**src/rtl/bcd_scan_driver.sv**
```systemverilog
// Binary-to-BCD converter (double dabble) feeding a time-multiplexed 7-segment digit bus.
// Optional macro BCD_SCAN_LZ_BLANK_EN blanks leading zero digits at load time.
module bcd_scan_driver #(
    parameter int BIN_W    = 14,
    parameter int NDIG     = 4,
    parameter int SCAN_DIV = 50000
) (
    input  logic              clk,
    input  logic              rst_n,
    input  logic              in_valid,
    output logic              in_ready,
    input  logic [BIN_W-1:0]  in_data,
    output logic              busy,
    output logic              done,
    output logic              ovf,
    output logic [3:0]        dig,
    output logic [NDIG-1:0]   an_n
);

    // Accumulator holds every decimal digit BIN_W bits can produce, so large inputs shift cleanly.
    localparam int BCDN  = (NDIG > (BIN_W + 2) / 3) ? NDIG : (BIN_W + 2) / 3;
    localparam int BCDW  = 4 * BCDN;
    localparam int CNT_W = $clog2(BIN_W + 1);
    localparam int DIV_W = (SCAN_DIV > 1) ? $clog2(SCAN_DIV) : 1;
    localparam int IDX_W = (NDIG > 1) ? $clog2(NDIG) : 1;
    localparam longint unsigned MAXI = 64'(10 ** NDIG) - 64'd1;
    localparam logic [BIN_W-1:0] MAXV = BIN_W'(MAXI);

    typedef enum logic [1:0] {IDLE, CONV, LOAD} state_t;

    state_t              state;
    logic [BIN_W-1:0]    bin;
    logic [BCDW-1:0]     bcd;
    logic [BCDW-1:0]     adj;
    logic [CNT_W-1:0]    cnt;
    logic                ovf_pend;
    logic [4*NDIG-1:0]   disp;
    logic [4*NDIG-1:0]   ld_disp;
    logic [DIV_W-1:0]    div;
    logic [IDX_W-1:0]    idx;
`ifdef BCD_SCAN_LZ_BLANK_EN
    logic                lead;
`endif

    always_comb begin
        adj = bcd;
        for (int unsigned i = 0; i < BCDN; i++) begin
            adj[4*i +: 4] = (bcd[4*i +: 4] >= 4'd5) ? bcd[4*i +: 4] + 4'd3 : bcd[4*i +: 4];
        end
    end

    always_comb begin
        ld_disp = '1;
`ifdef BCD_SCAN_LZ_BLANK_EN
        lead = 1'b1;
`endif
        if (!ovf_pend) begin
            for (int unsigned i = 0; i < NDIG; i++) begin
                ld_disp[4*i +: 4] = bcd[4*i +: 4];
            end
`ifdef BCD_SCAN_LZ_BLANK_EN
            for (int unsigned i = NDIG - 1; i >= 1; i--) begin
                if (lead && ld_disp[4*i +: 4] == 4'd0) begin
                    ld_disp[4*i +: 4] = 4'hF;
                end else begin
                    lead = 1'b0;
                end
            end
`endif
        end
    end

    always_ff @(posedge clk or negedge rst_n) begin
        if (!rst_n) begin
            state    <= IDLE;
            in_ready <= 1'b1;
            busy     <= 1'b0;
            done     <= 1'b0;
            ovf      <= 1'b0;
            ovf_pend <= 1'b0;
            disp     <= '1;
            bin      <= '0;
            bcd      <= '0;
            cnt      <= '0;
        end else begin
            case (state)
                IDLE: begin
                    done <= 1'b0;
                    if (in_valid && in_ready) begin
                        bin      <= in_data;
                        bcd      <= '0;
                        cnt      <= '0;
                        ovf_pend <= (in_data > MAXV);
                        in_ready <= 1'b0;
                        busy     <= 1'b1;
                        state    <= CONV;
                    end
                end
                CONV: begin
                    {bcd, bin} <= {adj[BCDW-2:0], bin, 1'b0};
                    cnt        <= cnt + 1'b1;
                    if (cnt == CNT_W'(BIN_W - 1)) begin
                        busy  <= 1'b0;
                        state <= LOAD;
                    end
                end
                LOAD: begin
                    disp     <= ld_disp;
                    ovf      <= ovf_pend;
                    done     <= 1'b1;
                    in_ready <= 1'b1;
                    state    <= IDLE;
                end
                default: begin
                    state    <= IDLE;
                    in_ready <= 1'b1;
                    busy     <= 1'b0;
                    done     <= 1'b0;
                end
            endcase
        end
    end

    always_ff @(posedge clk or negedge rst_n) begin
        if (!rst_n) begin
            div <= '0;
            idx <= '0;
        end else if (div == DIV_W'(SCAN_DIV - 1)) begin
            div <= '0;
            idx <= (idx == IDX_W'(NDIG - 1)) ? '0 : idx + 1'b1;
        end else begin
            div <= div + 1'b1;
        end
    end

    always_comb begin
        an_n = '1;
        dig  = 4'hF;
        for (int unsigned i = 0; i < NDIG; i++) begin
            if (idx == IDX_W'(i)) begin
                an_n[i] = 1'b0;
                dig     = disp[4*i +: 4];
            end
        end
    end

endmodule

```
**config.mk**
```make
export PLATFORM = sky130hd
export DESIGN_NAME = bcd_scan_driver
export DESIGN_NICKNAME = d
export VERILOG_FILES = /design/src/rtl/bcd_scan_driver.sv
export SDC_FILE = /design/constraint.sdc
export NUM_CORES = 1
export LEC_CHECK = 0
export BUFFER_PORTS_ARGS = -buffer_cell sky130_fd_sc_hd__buf_2
export CORE_ASPECT_RATIO = 1.4
export CORE_MARGIN = 2
export CORE_UTILIZATION = 54
export CTS_CLUSTER_SIZE = 10
export DETAILED_ROUTE_END_ITERATION = 10
export GPL_TIMING_DRIVEN = 0
export PLACE_DENSITY = 0.87
export REMOVE_ABC_BUFFERS = 1
export SLEW_MARGIN = 20
export SYNTH_ARGS = -nofsm -noshare
export SYNTH_HDL_FRONTEND = slang
export SYNTH_SLANG_ARGS = --single-unit
```
**constraint.sdc**
```tcl
create_clock -name clk -period 1.6 [get_ports clk]
set_input_delay 0.16 -clock clk [delete_from_list [all_inputs] [get_ports clk]]
set_output_delay 0.16 -clock clk [all_outputs]
set_load 0.01 [all_outputs]
```
==> flow_summary.rst <==
.. list-table::
   :header-rows: 1

   * - Metric
     - Value
   * - Layout Area Growth over Synthesis
     - 19.11%
   * - Number of levels in the clock H-tree
     - 3
   * - # IOs
     - 29
   * - Worst voltage drop across the vdd grid
     - 1224 uV
   * - Number of antenna violations at the first check in global routing
     - 0
   * - Sum of negative setup slack
     - -1.104 ns
   * - Global placer's final weighted congestion
     - 0.7670
   * - Type of the tightest min-delay check
     - input pin to flop
   * - Worst path buffer plus inverter count
     - 2
   * - Simple logic cell fraction of the synthesized area
     - between 10% and 20%
   * - Standard cell core area
     - 0.006569 mm^2
   * - Ratio of routed vias to standard cells
     - 5.804
   * - Fraction of synthesized area in multiplexers
     - 1.716%
   * - Cell type with the largest total area after synthesis
     - dfrtp_1
   * - Adder-cell area share of the yosys netlist
     - 5.148%
   * - Cell area after technology mapping
     - 0.003646 mm^2
   * - Peak-usage layer in the global routing report
     - met2
   * - Summed area of non-filler cells in the final layout
     - 0.004343 mm^2
   * - Cell with the most instances after synthesis
     - dfrtp_1
   * - Share of total power consumed by net switching
     - 37.60%
   * - Max Clk Rate
     - 0.5457 GHz
   * - Endpoint type of the worst setup path
     - output pin
   * - Total via count after detailed routing
     - about 2900
   * - Maximum single-stage delay on the critical path
     - roughly 0.40 ns
   * - Number of warnings issued by yosys
     - 0
   * - Area after DPL
     - 0.003836 mm^2
   * - Clock-pin slew reported for the worst setup and hold paths after clock tree synthesis
     - 0.08 ns
   * - Vias in the first global route
     - 2881
   * - Starting Density
     - 55.50%
   * - Cells after synthesis
     - between 300 and 400
   * - Met1 usage in global routing
     - 27.08%
   * - Share of total power in the clock network
     - 21.6%
   * - Number of buffers on the longest clock path
     - 2
   * - Die Ht
     - 101.2 um
   * - Top cells by instance count after synthesis
     - dfrtp_1 (58), nand2_1 (55), nor2_1 (50)
   * - Total internal power
     - between 0.004 and 0.005 W
   * - Max-capacitance violation count
     - 0
   * - Max stage delay cell, worst path
     - dfrtp_1
   * - Die Area
     - roughly 0.0074 mm^2
   * - Violations in the final reports
     - setup timing
   * - EDFF count, synth
     - 0
   * - Met3 GRT Util
     - under 10%
   * - Clock insertion delay at the later pin of the skew report
     - around 0.35 ns
   * - Kind of critical path
     - flop to output pin
   * - Pre-CTS WS
     - -0.4274 ns
   * - Placement row count
     - 35
   * - Complex-gate fraction of the synthesized area
     - 13.90%
   * - Critical path arrival
     - 1.67 ns
   * - Critical path data required time
     - 1.44 ns
   * - Layout cell share with drive strength beyond 1
     - 27.10%
   * - Number of filler cells placed in the layout
     - 487
   * - Count of TritonRoute iterations in the first routing pass
     - 5
   * - Result of the run
     - finished, violations left
   * - Crit path max fanout
     - 4
   * - Critical Path Stages
     - 7
   * - Leakage power total
     - between 1.5 and 2 nW
   * - Setup repair after global routing missed its margin
     - yes
   * - Shortest period the worst path allows
     - 1.832 ns
   * - Measured slew at the worst slew-check pin
     - 0.5788 ns
   * - Detailed placement HPWL
     - 4.724 mm
   * - Maximum number of pins on one net before global-route repair
     - 45
   * - Met2 routing resource usage after global routing
     - 37.50%
   * - Root buffer cell
     - clkbuf_8
   * - Worst hold path depth
     - 2
   * - Synth Register Bits
     - 75
   * - Ranking of synthesized cells by area
     - dfrtp_1 (40%), dfstp_2 (12%), nand2_1 (5.7%), ha_1 (5.1%), nor2_1 (5.1%)
   * - Post-synthesis cell type count
     - 38
   * - Number of DRC markers in iteration 0
     - 118
   * - Reg2reg path depth
     - 4
   * - Setup clock skew after layout
     - 0.008962 ns
   * - Worst setup margin
     - -0.2324 ns
   * - Switching pwr
     - 0.002801 W
   * - Main combinational cell family by area after synthesis
     - simple AND/OR/NAND/NOR gates
   * - Gr usage total
     - 22.55%
   * - Final-stage net count
     - 444
   * - Hold Violations, Final
     - 0
   * - Mean area per synthesized cell
     - 9.595 um^2
   * - Pins Over Slew Limit
     - 0
   * - Post-layout instance count excluding filler cells
     - 491
   * - Relative slew slack
     - roughly three fifths
   * - Die Span X
     - 73.45 um
   * - Xor and xnor area share after synthesis
     - between 5 and 6%
   * - Final cycle utilization of the critical path
     - 114.5%
   * - Pwr Density
     - 1715 mW/mm^2
   * - Remaining global-route overflow
     - 0
   * - Diode insertion count for antenna repair
     - 0
   * - Fraction of registers with async set/reset
     - 100.0%
   * - Fraction of power consumed by sequential logic
     - a little over two fifths
   * - Category of the worst setup path launch point
     - flop
   * - Kind of cell adding the most delay to the critical path
     - compound AO/OA/AOI/OAI gates
   * - Min Hold Slack
     - 0.03804 ns
   * - Placed Cells
     - 465
   * - List of cells traversed by the critical path
     - inv_2, ha_4, nand2b_4, o22ai_2, o211ai_1, o21a_1, buf_2
   * - Share of power burned in combinational logic
     - around 36%
   * - TritonCTS clock tree
     - yes
   * - Fraction of synthesized cell area taken by the top area cell type
     - 39.81%
   * - Post-detailed-route DRC marker count
     - 0
   * - Global-route wire length before repair
     - 12.90 mm
   * - Number of clock buffers inserted by TritonCTS
     - 9
   * - Top FF cell, synth
     - dfrtp_1
   * - Remaining antenna violation count after routing
     - 0
   * - Routed wire length
     - a little under 8 mm
   * - Final setup fails
     - 10
   * - CTS sink cnt
     - 75
   * - Mean routed wirelength per cell
     - between 15 and 20 um
   * - Count of input and output buffers
     - 28
   * - Post-synthesis sequential area ratio
     - 52.06%
-- logic make-up (layout without fill, tap and decap cells) --
kind of cell | Yosys count | after routing
AOI/OAI and AO/OA | 79 | 79
xor gates and xnor gates | 22 | 22
adders and majority gates | 15 | 15
buffers and inverters | 39 | 75
DFF | 75 | 75
muxes | 6 | 6
and+or+nand+nor | 144 | 145
-- worst register-to-register path: stages (launching register included) --
cell	delay [ns]
dfrtp_1	0.44
nor4b_2	0.27
nand4_1	0.18
nor3_4	0.37
mux2_4	0.34
-- metal layers --
layer | part of all wire [%] | up-vias | routed length, um
li1 | - | 1361 | -
met1 | 41 | 1402 | 3250
met2 | 53 | 68 | 4126
met3 | 3.4 | 19 | 264
met4 | 2.5 | 0 | 199
met5 | 0 | - | 0
-- power by group through the flow --
stage,clock (W),sequential (W),combinational (W)
after detailed placement,0,0.00309,0.00241
after CTS,0.00164,0.00309,0.00262
after global routing,0.00171,0.00321,0.00305
final,0.00161,0.00313,0.00270
after floorplan,0,0.00297,0.00181
after global placement,0,0.00305,0.00224
-- layout by cell type (no fill, tap or decap), drive strengths merged, types with 2 or more instances in the layout --
master    instances
nand4             4
nand2            55
a31oi            12
a32o              4
nand3            12
nor2b             2
bufinv            2
inv              20
a22o              5
o22ai            11
ha               15
buf              37
mux2i             4
nand2b            7
nor3              7
o32ai             3
dfstp            17
xnor2            12
mux2              2
o211ai            4
dfrtp            58
nor4              4
nor2             51
clkinvlp          2
o21a              4
xor2             10
clkinv            4
o21ai            24
a21oi             7
o31ai             4
clkbuf            9
-- layout make-up --
class,instances,area (um^2),area share [%]
Sequential cell,75,1901,43.76
Clock inverter,7,102.6,2.362
Clock buffer,9,123.9,2.852
Timing Repair inverter,1,7.507,0.1729
Timing Repair Buffer,38,260.3,5.993
Multi-Input combinational cell,267,1778,40.94
Tap cell,74,92.59,2.132
Inverter,20,77.57,1.786
-- registers in the layout, summed over array words and instances (netlist names) --
signal,cells
bcd,16
cnt,4
disp,16
div,16
ovf_pend,1
idx,2
bin,14
state,2
in_ready,1
done,1
busy,1
ovf,1
-- repair_timing --
item / CTS / global route
endpoints found under the setup margin: 60 / 31
hold endpoints to repair: 21 / 0
pin swaps: 10 / 12
hold buffers: 1 / 0
gates cloned: 1 / 2
resized for setup: 22 / 28
setup buffers: 6 / 0
-- path summary, 6_finish.rpt --
kind,startpoint,to,slack [ns]
worst max register to register,div[7],idx[0],-0.11
worst min register to register,disp[15],disp[15],0.48
worst min-delay path,in_data[0],bin[0],0.04
worst max-delay path,idx[1],dig[2],-0.23
min in group asynchronous,rst_n,div[10],0.28
max in group asynchronous,rst_n,in_ready,0.70
-- through the flow --
step | util (%) | total power [W]
6_report | 66.11 | 0.007449
2_1_floorplan | - | 0.004778
4_1_cts | 64.32 | 0.007338
3_5_place_dp | 58.40 | 0.005503
5_1_grt | 66.11 | 0.007974
3_3_place_gp | 57.68 | 0.005292
Power figures use the tool's default switching activity.
